===== src/rtl/video_pattern_gen.sv =====
// video_pattern_gen: raster timing generator with LFSR, ramp, colour-bar and solid-colour patterns.
module video_pattern_gen #(
    parameter int          COLORDEPTH = 8,
    parameter int          H_ACTIVE   = 640,
    parameter int          H_FP       = 16,
    parameter int          H_SYNC     = 96,
    parameter int          H_BP       = 48,
    parameter int          V_ACTIVE   = 480,
    parameter int          V_FP       = 10,
    parameter int          V_SYNC     = 2,
    parameter int          V_BP       = 33,
    parameter bit          HS_POL     = 1'b0,
    parameter bit          VS_POL     = 1'b0,
    parameter logic [23:0] LFSR_SEED  = 24'had98b7,
    parameter bit          RESEED     = 1'b1
) (
    input  logic                    clk,
    input  logic                    rst,
    input  logic                    en_i,
    input  logic [1:0]              mode_i,
    input  logic [3*COLORDEPTH-1:0] solid_i,
    output logic [COLORDEPTH-1:0]   red_o,
    output logic [COLORDEPTH-1:0]   green_o,
    output logic [COLORDEPTH-1:0]   blue_o,
    output logic                    dv_o,
    output logic                    hs_o,
    output logic                    vs_o,
    output logic                    sof_o,
    output logic [15:0]             frame_cnt_o
);
    localparam int CD = COLORDEPTH;
    localparam logic [15:0] HT  = 16'(H_ACTIVE + H_FP + H_SYNC + H_BP);
    localparam logic [15:0] VT  = 16'(V_ACTIVE + V_FP + V_SYNC + V_BP);
    localparam logic [15:0] HA  = 16'(H_ACTIVE);
    localparam logic [15:0] VA  = 16'(V_ACTIVE);
    localparam logic [15:0] HS0 = 16'(H_ACTIVE + H_FP);
    localparam logic [15:0] HS1 = 16'(H_ACTIVE + H_FP + H_SYNC);
    localparam logic [15:0] VS0 = 16'(V_ACTIVE + V_FP);
    localparam logic [15:0] VS1 = 16'(V_ACTIVE + V_FP + V_SYNC);
    localparam logic [15:0] BW  = 16'((H_ACTIVE / 8 > 0) ? H_ACTIVE / 8 : 1);

    logic [15:0]     h_cnt, v_cnt, frame_cnt, hdiv;
    logic [23:0]     lfsr, lfsr_c, lfsr_n;
    logic [1:0]      mode_q, mode_c;
    logic [3*CD-1:0] solid_q, solid_c, rgb_c;
    logic [2:0]      bar;
    logic            origin, active, h_last, v_last, hs_c, vs_c;

    // The frame-origin pixel already uses the newly latched settings and the reseeded LFSR.
    always_comb begin
        origin  = h_cnt == 16'd0 && v_cnt == 16'd0;
        active  = h_cnt < HA && v_cnt < VA;
        h_last  = h_cnt == HT - 16'd1;
        v_last  = v_cnt == VT - 16'd1;
        mode_c  = origin ? mode_i : mode_q;
        solid_c = origin ? solid_i : solid_q;
        lfsr_c  = (origin && RESEED) ? LFSR_SEED : lfsr;
        lfsr_n  = {lfsr_c[22:0], lfsr_c[3] ^ lfsr_c[8] ^ lfsr_c[13] ^ lfsr_c[22]};
        hdiv    = h_cnt / BW;
        bar     = (hdiv > 16'd7) ? 3'd7 : hdiv[2:0];
        rgb_c   = (mode_c == 2'd0) ? {lfsr_c[23 -: CD], lfsr_c[15 -: CD], lfsr_c[7 -: CD]} :
                  (mode_c == 2'd1) ? {h_cnt[CD-1:0], v_cnt[CD-1:0], frame_cnt[CD-1:0]} :
                  (mode_c == 2'd2) ? {{CD{~bar[2]}}, {CD{~bar[1]}}, {CD{~bar[0]}}} : solid_c;
        hs_c    = (h_cnt >= HS0 && h_cnt < HS1) ? HS_POL : ~HS_POL;
        vs_c    = (v_cnt >= VS0 && v_cnt < VS1) ? VS_POL : ~VS_POL;
    end

    always_ff @(posedge clk) begin
        if (rst) begin
            h_cnt   <= '0;
            v_cnt   <= '0;
            frame_cnt <= '0;
            lfsr    <= LFSR_SEED;
            mode_q  <= 2'd0;
            solid_q <= '0;
            {red_o, green_o, blue_o} <= '0;
            dv_o    <= 1'b0;
            sof_o   <= 1'b0;
            hs_o    <= ~HS_POL;
            vs_o    <= ~VS_POL;
        end else if (en_i) begin
            h_cnt   <= h_last ? 16'd0 : h_cnt + 16'd1;
            v_cnt   <= h_last ? (v_last ? 16'd0 : v_cnt + 16'd1) : v_cnt;
            frame_cnt <= frame_cnt + 16'(h_last && v_last);
            lfsr    <= active ? lfsr_n : lfsr_c;
            mode_q  <= mode_c;
            solid_q <= solid_c;
            {red_o, green_o, blue_o} <= active ? rgb_c : '0;
            dv_o    <= active;
            sof_o   <= origin;
            hs_o    <= hs_c;
            vs_o    <= vs_c;
        end else begin
            {red_o, green_o, blue_o} <= '0;
            dv_o    <= 1'b0;
            sof_o   <= 1'b0;
        end
    end

    assign frame_cnt_o = frame_cnt;
endmodule


===== config.mk =====
export PLATFORM = sky130hd
export DESIGN_NAME = video_pattern_gen
export DESIGN_NICKNAME = d
export VERILOG_FILES = /design/src/rtl/video_pattern_gen.sv
export SDC_FILE = /design/constraint.sdc
export NUM_CORES = 1
export LEC_CHECK = 0
export ABC_AREA = 1
export ABC_CLOCK_PERIOD_IN_PS = 7700
export CAP_MARGIN = 20
export CORE_MARGIN = 3
export CORE_UTILIZATION = 55
export CTS_BUF_LIST = sky130_fd_sc_hd__clkbuf_8
export DETAILED_ROUTE_END_ITERATION = 8
export GPL_TIMING_DRIVEN = 0
export PLACE_DENSITY = 0.89
export SLEW_MARGIN = 25
export SYNTH_ARGS = -nofsm -noshare
export SYNTH_HDL_FRONTEND = slang
export SYNTH_SLANG_ARGS = --single-unit

===== constraint.sdc =====
create_clock -name clk -period 7.7 [get_ports clk]
set_input_delay 1.155 -clock clk [delete_from_list [all_inputs] [get_ports clk]]
set_output_delay 1.155 -clock clk [all_outputs]
set_load 0.005 [all_outputs]

==> results of run 1 <==
## per-layer routing
layer / up-vias / GRT usage [%]
met5: - / 0
met4: 0 / 10.67
met3: 60 / 6.695
met2: 400 / 43.09
met1: 3313 / 37.47
li1: 3716 / -
## worst min-delay path by stage
stage	end	slack [ps]	cells past startpoint
after global placement	lfsr[7]	450	2
after CTS	lfsr[22]	470	2
after global routing	lfsr[16]	490	2
after floorplan	v_cnt[15]	440	2
after detailed placement	lfsr[16]	450	2
final	lfsr[22]	470	2
## sequential cells by signal (all words and copies together), names as in the netlist, 2 cells and up
name / count
lfsr: 24
solid_q: 24
frame_cnt_o: 16
h_cnt: 16
v_cnt: 16
blue_o: 8
green_o: 8
red_o: 8
mode_q: 2
## cell usage in the layout (no fill, tap or decap), drive strengths merged, types with 7 or more instances in the layout
cell type / count
xor2: 9
nor4: 9
inv: 165
clkdlybuf4s50: 71
nand4: 16
nand2: 270
clkinv: 7
dfxtp: 126
a21oi: 118
nand3: 53
clkbuf: 63
o21ai: 106
nor3: 31
buf: 7
a31oi: 7
nor2: 83
o21bai: 8
## critical path, cell delays in order (launching register included)
cell       delay, ps
dfxtp_1          300
buf_4            160
nor2_2           110
inv_1             60
nor3_1           230
nand3_1          110
nor3_1           310
nand2_1          230
inv_1            180
nand2_1           70
o21a_1           130
nor2_1           260
inv_1            220
a2111oi_0        450
nand4_1          220
nor3_1           420
nand3_4          160
o21bai_1         290
nand2_1          120
a21oi_2          170
## per-stage QoR
stage | area, um^2 | utilization, % | total power [W]
final | 8407 | 68.56 | 0.001590
after global placement | 7988 | 65.14 | 0.0009740
after floorplan | 7067 | - | 0.0008804
after global routing | 8407 | 68.56 | 0.001656
after detailed placement | 7988 | 65.14 | 0.0009787
after CTS | 8407 | 68.56 | 0.001588
## where the power goes
group	switching [W]	leakage, nW	internal (W)
registers	0.0000137	1.03	0.000685
clock network	0.000290	0.201	0.000324
logic	0.000175	2.43	0.000102
## logic make-up (layout without fill, tap and decap cells)
kind of cell,count (synthesis),after routing,share of synthesized area [%]
buf+inv,217,320,11.69
fa+ha+maj,6,6,1.062
flops,126,126,35.69
compound gates,260,260,20.31
xor+xnor,12,12,1.487
simple gates,465,465,29.62
mux,1,1,0.1416
## layout make-up
class,count,area (um^2)
buffer,53,210.2
clock buffer,17,234.0
clock inverter,15,185.2
fill,1049,3855
inverter,164,615.6
multi-input combinational,744,3719
sequential,126,2522
tap,168,210.2
timing repair buffer,71,710.7
==> flow_summary.ini, run 1 <==
[synthesis]
yosysTopAreaCell = dfxtp_1
synth_most_common_cell = nand2_1
synth_edf_count = 0
synth_seq_area_share_pct = 35.69
syn_inst = 1087
yosys_warnings = 0
yosys-top-cells-count = 242 x nand2_1, 148 x inv_1, 126 x dfxtp_1, 108 x a21oi_1, 101 x o21ai_0
postSynthAreaPerCell_um2 = 6.501
synth_top_area_share_pct = 35.69
synth_async_sr_flop_share_pct = 0
synthTopCellsByArea = dfxtp_1 36%, nand2_1 13%, inv_1 7.9%
synth_fp_nets = 1122
synth_seq_cells = 126
ys_dominant_reg_cell = dfxtp_1
synth_cell_types = 44
syn_area_um2 = 7067

[global_routing]
grt_pass1_wl_um = 32110
grt_overflow_total = 0
track_usage_pct = 27.79
grt_antenna_before_repair = 0
grt_pass1_vias = 6683
grt_max_degree = 17

[setup_path]
regToRegSetupSlack_ps = 3420
arrival_ps = 4670
crit_required_ps = 8080
crit_path_start_kind = flip-flop
crit_fanout = 8
crit_end = blue_o[5]
path_class = flip-flop to flip-flop
rr_worst_depth = 19
r2r_end = blue_o[5]
cp-end-kind = flip-flop
r2r-start = h_cnt[14]
crit_start = h_cnt[14]

[cells_and_area]
drive_above_1_share_pct = 8.235
antenna_cells = 0
instances_no_fill = 1358
syn_to_final_growth_pct = 18.96
fin_nets = 1212

[sta]
rsz0062_at_grt = false
hold_slack_ps = 467.2
clock.fmax_mhz = 233.4
finalMaxSlewViolations = 0
relSlewSlack_pct = 50.13
skew_ps = 20.10
min_period_ps = 4284
tightest_slew_ps = 745.3
tns_ps = 0
finalSetupViolCount = 0
hold_viol_final = 0
finalCritPeriodShare_pct = 55.63
setup_slack_ps = 3416

[clock_network]
clkTransAtPathRegs_ps = 80
clkSinkCount = 126
cts-buffers-inserted = 17
cts_max_level = 4
cts_tree = built
cts-root-buf = clkbuf_8
cts_setup_buffers = 0
clockBufferDepth = 2
ctsHoldBuffers = 0
clock_latency_ps = 470
cts-resized-gates = 0

[floorplanning]
die_height_um = 119.4
dieWidth_um = 119.4
core_um2 = 12260
initial_core_util_pct = 57.63
num_rows = 40
ios = 73
dieArea_um2 = 14240

[power_and_ir_drop]
ir_drop_mv = 0.1321
power_density_nw_per_um2 = 189.1
p_leak_nw = 3.668

[place]
io_buffers = 71
preCtsSetupSlack_ps = 3636
place.gp.congestion = 0.9427
place_hpwl_um = 14500
dp.cells = 1326

[routing]
drc_errors = 0
wirelength_um = 19850
viasPerCell = 5.515
m1WireLength_um = 8719
num_vias = 7489
wl_met3_um = 1997
drt-initial-drc-count = 849
avgRoutedWirePerCell_um = 14.62
ant_nets = 0
dr.pass1.iters = 6
highest_layer = met4
met2_length_um = 8543

[worst_hold_path]
hold_class = flip-flop to flip-flop
worstHoldStart = lfsr[22]

[status]
status = complete, no violations

[flow_run]
drv_cap = 0
Note: power is estimated with default switching activity, not from simulation.
==> run 2: changes to the inputs <==
--- a/config.mk
+++ b/config.mk
@@ -6,14 +6,14 @@
 export NUM_CORES = 1
 export LEC_CHECK = 0
 export ABC_AREA = 1
-export ABC_CLOCK_PERIOD_IN_PS = 7700
+export ABC_CLOCK_PERIOD_IN_PS = 3900
 export CAP_MARGIN = 20
 export CORE_MARGIN = 3
-export CORE_UTILIZATION = 55
+export CORE_UTILIZATION = 54
 export CTS_BUF_LIST = sky130_fd_sc_hd__clkbuf_8
 export DETAILED_ROUTE_END_ITERATION = 8
 export GPL_TIMING_DRIVEN = 0
-export PLACE_DENSITY = 0.89
+export PLACE_DENSITY = 0.9
 export SLEW_MARGIN = 25
 export SYNTH_ARGS = -nofsm -noshare
 export SYNTH_HDL_FRONTEND = slang
==> constraint.sdc (replaced) <==
create_clock -name clk -period 3.9 [get_ports clk]
set_input_delay 0.585 -clock clk [delete_from_list [all_inputs] [get_ports clk]]
set_output_delay 0.585 -clock clk [all_outputs]
set_load 0.005 [all_outputs]
==> run 2 against run 1 <==
  * The run now ends with negative setup slack left
  * Critical path type unchanged
  * First-iteration DRC count rose by 37%
  * Global-route usage is 0.25 points higher
  * Highest routed layer unchanged
  * Sequential cell count stayed put
  * Sequential share of layout area down 2.0 points
  * Cell count is 2.3% higher
==> flow_summary.ini, run 2 (same netlist as run 1, synthesis figures left out) <==
[status]
status = complete, but fails checks
violations = negative setup slack

[sta]
setup_slack_ps = -473.5
clock.fmax_mhz = 228.7
hold_slack_ps = 473.4
finalCritPeriodShare_pct = 112.1
skew_ps = 14.62
finalSetupViolCount = 23
finalMaxSlewViolations = 0
min_period_ps = 4373
relSlewSlack_pct = 48.90
rsz0062_at_grt = true
hold_viol_final = 0
tightest_slew_ps = 759.5

[clock_network]
clock_latency_ps = 470
cts_tree = built
cts-buffers-inserted = 17
cts-root-buf = clkbuf_8
clkSinkCount = 126
ctsHoldBuffers = 0
clockBufferDepth = 2
clkTransAtPathRegs_ps = 80
cts_max_level = 4

[global_routing]
track_usage_pct = 28.04
grt_pass1_vias = 6946
grt_antenna_before_repair = 0
grt_max_degree = 17
grt_overflow_total = 0
grt_pass1_wl_um = 33030

[place]
preCtsSetupSlack_ps = -109.2
place_hpwl_um = 15010
io_buffers = 71
place.gp.congestion = 1.011
placed_area_um2 = 7993

[cells_and_area]
syn_to_final_growth_pct = 28.12
layout_commonest_cell = nand2_1
multiInputGateArea_um2 = 4145
layout_common_cells = 206 x nand2_1, 147 x inv_1, 123 x dfxtp_1
register_area_um2 = 2531
antenna_cells = 0
nFillCells = 961
drive_above_1_share_pct = 15.78
fin_nets = 1239
stdcell_area_um2 = 9054
reg_top3 = lfsr (24), solid_q (24)

[floorplanning]
ios = 73
core_um2 = 12720
initial_core_util_pct = 55.55
dieArea_um2 = 14500
num_rows = 41
die_height_um = 120.4
dieWidth_um = 120.4

[routing]
drt-initial-drc-count = 1164
wirelength_um = 23280
dr.pass1.iters = 6
viasPerCell = 5.857
drc_errors = 0
ant_nets = 0
num_vias = 8135
avgRoutedWirePerCell_um = 16.76

[flow_run]
drv_cap = 0

[setup_path]
cp_slowest_cell = dfxtp_4
crit_top_cell = nand2_4
crit_required_ps = 4290
crit_path_start_kind = flip-flop
arrival_ps = 4770
cp-end-kind = flip-flop
crit_fanout = 8
slowest_delay_ps = 420
path_class = flip-flop to flip-flop

[worst_hold_path]
hold_class = flip-flop to flip-flop

[power_and_ir_drop]
p_leak_nw = 3.990
ir_drop_mv = 0.2693
finalPower_w = 0.003099
power_density_nw_per_um2 = 342.3
==> run 2: cell types whose count changed in the layout (fill, tap and decap cells not counted), moves of 4 or more <==
cell,before,now
nand2_1,242,206
buf_6,0,4
nand3_1,46,32
a21oi_1,108,103
buf_4,3,27
nand3_4,2,9
a21oi_2,9,13
nand2_4,7,32
nand3_2,5,12
inv_4,0,4
nand2_2,21,32
==> run 2: layout make-up <==
cell class,instances,area share [%]
Tap cell,172,2.377
Sequential cell,126,27.96
Clock inverter,15,1.658
Timing Repair Buffer,100,10.38
Inverter,164,7.020
Multi-Input combinational cell,744,45.79
Buffer,51,2.239
Clock buffer,17,2.584
==> run 2: critical path: cells and delay by family (launching register included) <==
| family | cells | cell delay (ps) |
|---|---|---|
| AOI/OAI and AO/OA | 3 | 710 |
| and+or+nand+nor | 31 | 2890 |
| DFF | 1 | 420 |
| buffers and inverters | 4 | 270 |
==> run 2: final timing paths <==
| path | from | end | slack, ps | cells past startpoint |
|---|---|---|---|---|
| setup / recovery | h_cnt[13] | blue_o[6] | -470 | 38 |
| hold / removal | lfsr[10] | lfsr[10] | 470 | 2 |
| setup reg to reg | h_cnt[13] | blue_o[6] | -470 | 38 |
| hold reg to reg | lfsr[10] | lfsr[10] | 470 | 2 |
==> run 2: timing repair <==
action / in CTS / in global routing
buffers inserted: 13 / 16
gates resized for setup: 23 / 99
endpoints found under the setup margin: 11 / 24
pin swaps: 17 / 41
==> run 2: per-layer routing <==
metal	part of all wire [%]	global-route usage (%)	routed length (um)	up-vias
li1	-	-	-	3776
met3	11	6.595	2580	164
met5	0	0	0	-
met1	39	36.78	9134	3630
met4	6.2	13.39	1442	0
met2	43	43.59	10120	565
==> run 2: where the power goes <==
group	total [W]	leakage, nW	internal [W]	switching, W
Combinational	0.000595	2.76	0.000215	0.000381
Clock	0.00112	0.192	0.000562	0.000561
Sequential	0.00138	1.03	0.00135	0.0000283
==> run 2: per-stage QoR <==
| step | utilization [%] | instances | setup TNS (ps) |
|---|---|---|---|
| 5_1_grt | 71.16 | 1389 | -10510 |
| 3_3_place_gp | 62.82 | 1330 | -130.2 |
| 6_report | 71.16 | 1389 | -5724 |
| 2_1_floorplan | - | 1087 | 0 |
| 3_5_place_dp | 62.82 | 1330 | -634.3 |
| 4_1_cts | 67.30 | 1375 | 0 |
==> run 3: changes to the inputs <==
--- a/config.mk
+++ b/config.mk
@@ -9,11 +9,11 @@
 export ABC_CLOCK_PERIOD_IN_PS = 3900
 export CAP_MARGIN = 20
 export CORE_MARGIN = 3
-export CORE_UTILIZATION = 54
+export CORE_UTILIZATION = 35
 export CTS_BUF_LIST = sky130_fd_sc_hd__clkbuf_8
 export DETAILED_ROUTE_END_ITERATION = 8
 export GPL_TIMING_DRIVEN = 0
-export PLACE_DENSITY = 0.9
+export PLACE_DENSITY = 0.67
 export SLEW_MARGIN = 25
 export SYNTH_ARGS = -nofsm -noshare
 export SYNTH_HDL_FRONTEND = slang
==> run 3 against run 2 <==
  * Routed wire length is 7.8% lower
  * Count of clock-buffer cells in the layout is 1 higher
  * Register-to-register slack better by 350 ps
  * Die area is 51% higher
  * Critical endpoint unchanged
  * Global-route usage is 8.9 points lower
  * The flow still finishes with violations (negative setup slack)
  * Final area is 0.61% lower
==> flow_summary.ini, run 3 (same netlist as run 1, synthesis figures left out) <==
[cells_and_area]
instances_no_fill = 1473
drive_above_1_share_pct = 14.16
layout_common_cells = 215 x nand2_1, 145 x inv_1, 123 x dfxtp_1
nFillCells = 2055
layout_commonest_cell = nand2_1
reg_top3 = lfsr (24), solid_q (24)
syn_to_final_growth_pct = 27.34
antenna_cells = 0
fin_nets = 1230
stdcell_area_um2 = 8999

[routing]
drt-initial-drc-count = 571
wirelength_um = 21460
num_vias = 7431
avgRoutedWirePerCell_um = 14.57
ant_nets = 0
viasPerCell = 5.045
dr.pass1.iters = 5
drc_errors = 0

[clock_network]
clkSinkCount = 126
cts_tree = built
cts-root-buf = clkbuf_8
cts-buffers-inserted = 17
clkTransAtPathRegs_ps = 90
clockBufferDepth = 2
clock_latency_ps = 460
cts_max_level = 4

[power_and_ir_drop]
ir_drop_mv = 0.2332
p_leak_nw = 3.876
power_density_nw_per_um2 = 351.5

[worst_hold_path]
min_to = lfsr[14]
hold_depth = 2
hold_class = flip-flop to flip-flop
worstHoldStart = lfsr[14]

[setup_path]
arrival_ps = 4410
slowest_delay_ps = 410
cp-end-kind = flip-flop
cp_slowest_cell = dfxtp_4
r2r-start = h_cnt[13]
r2r_end = blue_o[6]
regToRegSetupSlack_ps = -120
crit_fanout = 8
crit_path_start_kind = flip-flop
crit_required_ps = 4290
crit_top_cell = nand2_2
rr_worst_depth = 43
path_class = flip-flop to flip-flop

[sta]
finalCritPeriodShare_pct = 103.1
hold_viol_final = 0
clock.fmax_mhz = 248.8
finalSetupViolCount = 4
skew_ps = 15.21
tightest_slew_ps = 739.8
min_period_ps = 4019
relSlewSlack_pct = 50.68
tns_ps = -159.3
hold_slack_ps = 467.7
finalMaxSlewViolations = 0
setup_slack_ps = -119.4
rsz0062_at_grt = true

[global_routing]
grt_antenna_before_repair = 0
grt_overflow_total = 0
grt_max_degree = 17
grt_pass1_wl_um = 33670
grt_pass1_vias = 6593
track_usage_pct = 19.12

[floorplanning]
ios = 73
dieWidth_um = 148.1
num_rows = 51
initial_core_util_pct = 35.96
core_um2 = 19650
die_height_um = 148.1
dieArea_um2 = 21930

[place]
io_buffers = 71
dp.cells = 1423
place_hpwl_um = 15580
place.gp.congestion = 0.9197
placed_area_um2 = 8109
preCtsSetupSlack_ps = -154.8

[status]
violations = negative setup slack
status = complete, but fails checks

[flow_run]
drv_cap = 0
run 3: cell types whose count changed in the layout (fill, tap and decap cells not counted), moves of 4 or more:
cell | before | now
buf_4 | 27 | 19
nand2_1 | 206 | 215
nand2_4 | 32 | 18
nand3_1 | 32 | 36
nand3_4 | 9 | 5
run 3: through the flow:
step	util, %	power [W]
floorplan	-	0.001738
finish	45.79	0.003163
detailed placement	41.26	0.001941
global placement	41.26	0.001937
global route	45.79	0.003321
CTS	44.42	0.003155
run 3: worst max path at each step:
stage                     depth (start not counted)      start  slack, ps        end
after detailed placement                         19  h_cnt[14]       -150  blue_o[0]
after CTS                                        43  h_cnt[14]        0.2  blue_o[0]
after global routing                             43  h_cnt[13]       -370  blue_o[6]
after global placement                           19  h_cnt[14]       -190  blue_o[6]
after floorplan                                  40  h_cnt[14]        500  blue_o[1]
final                                            43  h_cnt[13]       -120  blue_o[6]
run 3: metal layers:
layer | GRT usage, % | vias to the layer above | part of all wire, %
met2 | 28.45 | 251 | 43
li1 | - | 3744 | -
met3 | 5.119 | 32 | 8.1
met5 | 0 | - | 0
met1 | 26.98 | 3404 | 47
met4 | 6.236 | 0 | 1.9
run 3: cell type report:
cell class	count	area (um^2)	share of cell area [%]
buffer	51	202.7	2.252
timing repair buffer	91	868.3	9.650
tap	265	331.6	3.685
clock inverter	14	167.7	1.863
sequential	126	2531	28.13
clock buffer	18	247.7	2.753
inverter	164	628.1	6.980
multi-input combinational	744	4021	44.69
run 3: what timing repair did:
| action | in CTS | in global routing |
|---|---|---|
| endpoints found under the setup margin | 11 | 24 |
| hold buffers | 0 | 0 |
| resized for setup | 32 | 55 |
| buffers inserted | 12 | 8 |
| pin swaps | 18 | 41 |
run 3: worst max-delay path, delay by kind of cell (launching register included):
kind / cells / cell delay, ps
and+or+nand+nor: 34 / 2540
buffers and inverters: 6 / 380
DFF: 1 / 410
AOI/OAI and AO/OA: 3 / 600
run 3: report_power, final:
| group | total, W | internal [W] | switching, W |
|---|---|---|---|
| Clock | 0.00122 | 0.000648 | 0.000567 |
| Combinational | 0.000569 | 0.000214 | 0.000355 |
| Sequential | 0.00138 | 0.00135 | 0.0000280 |
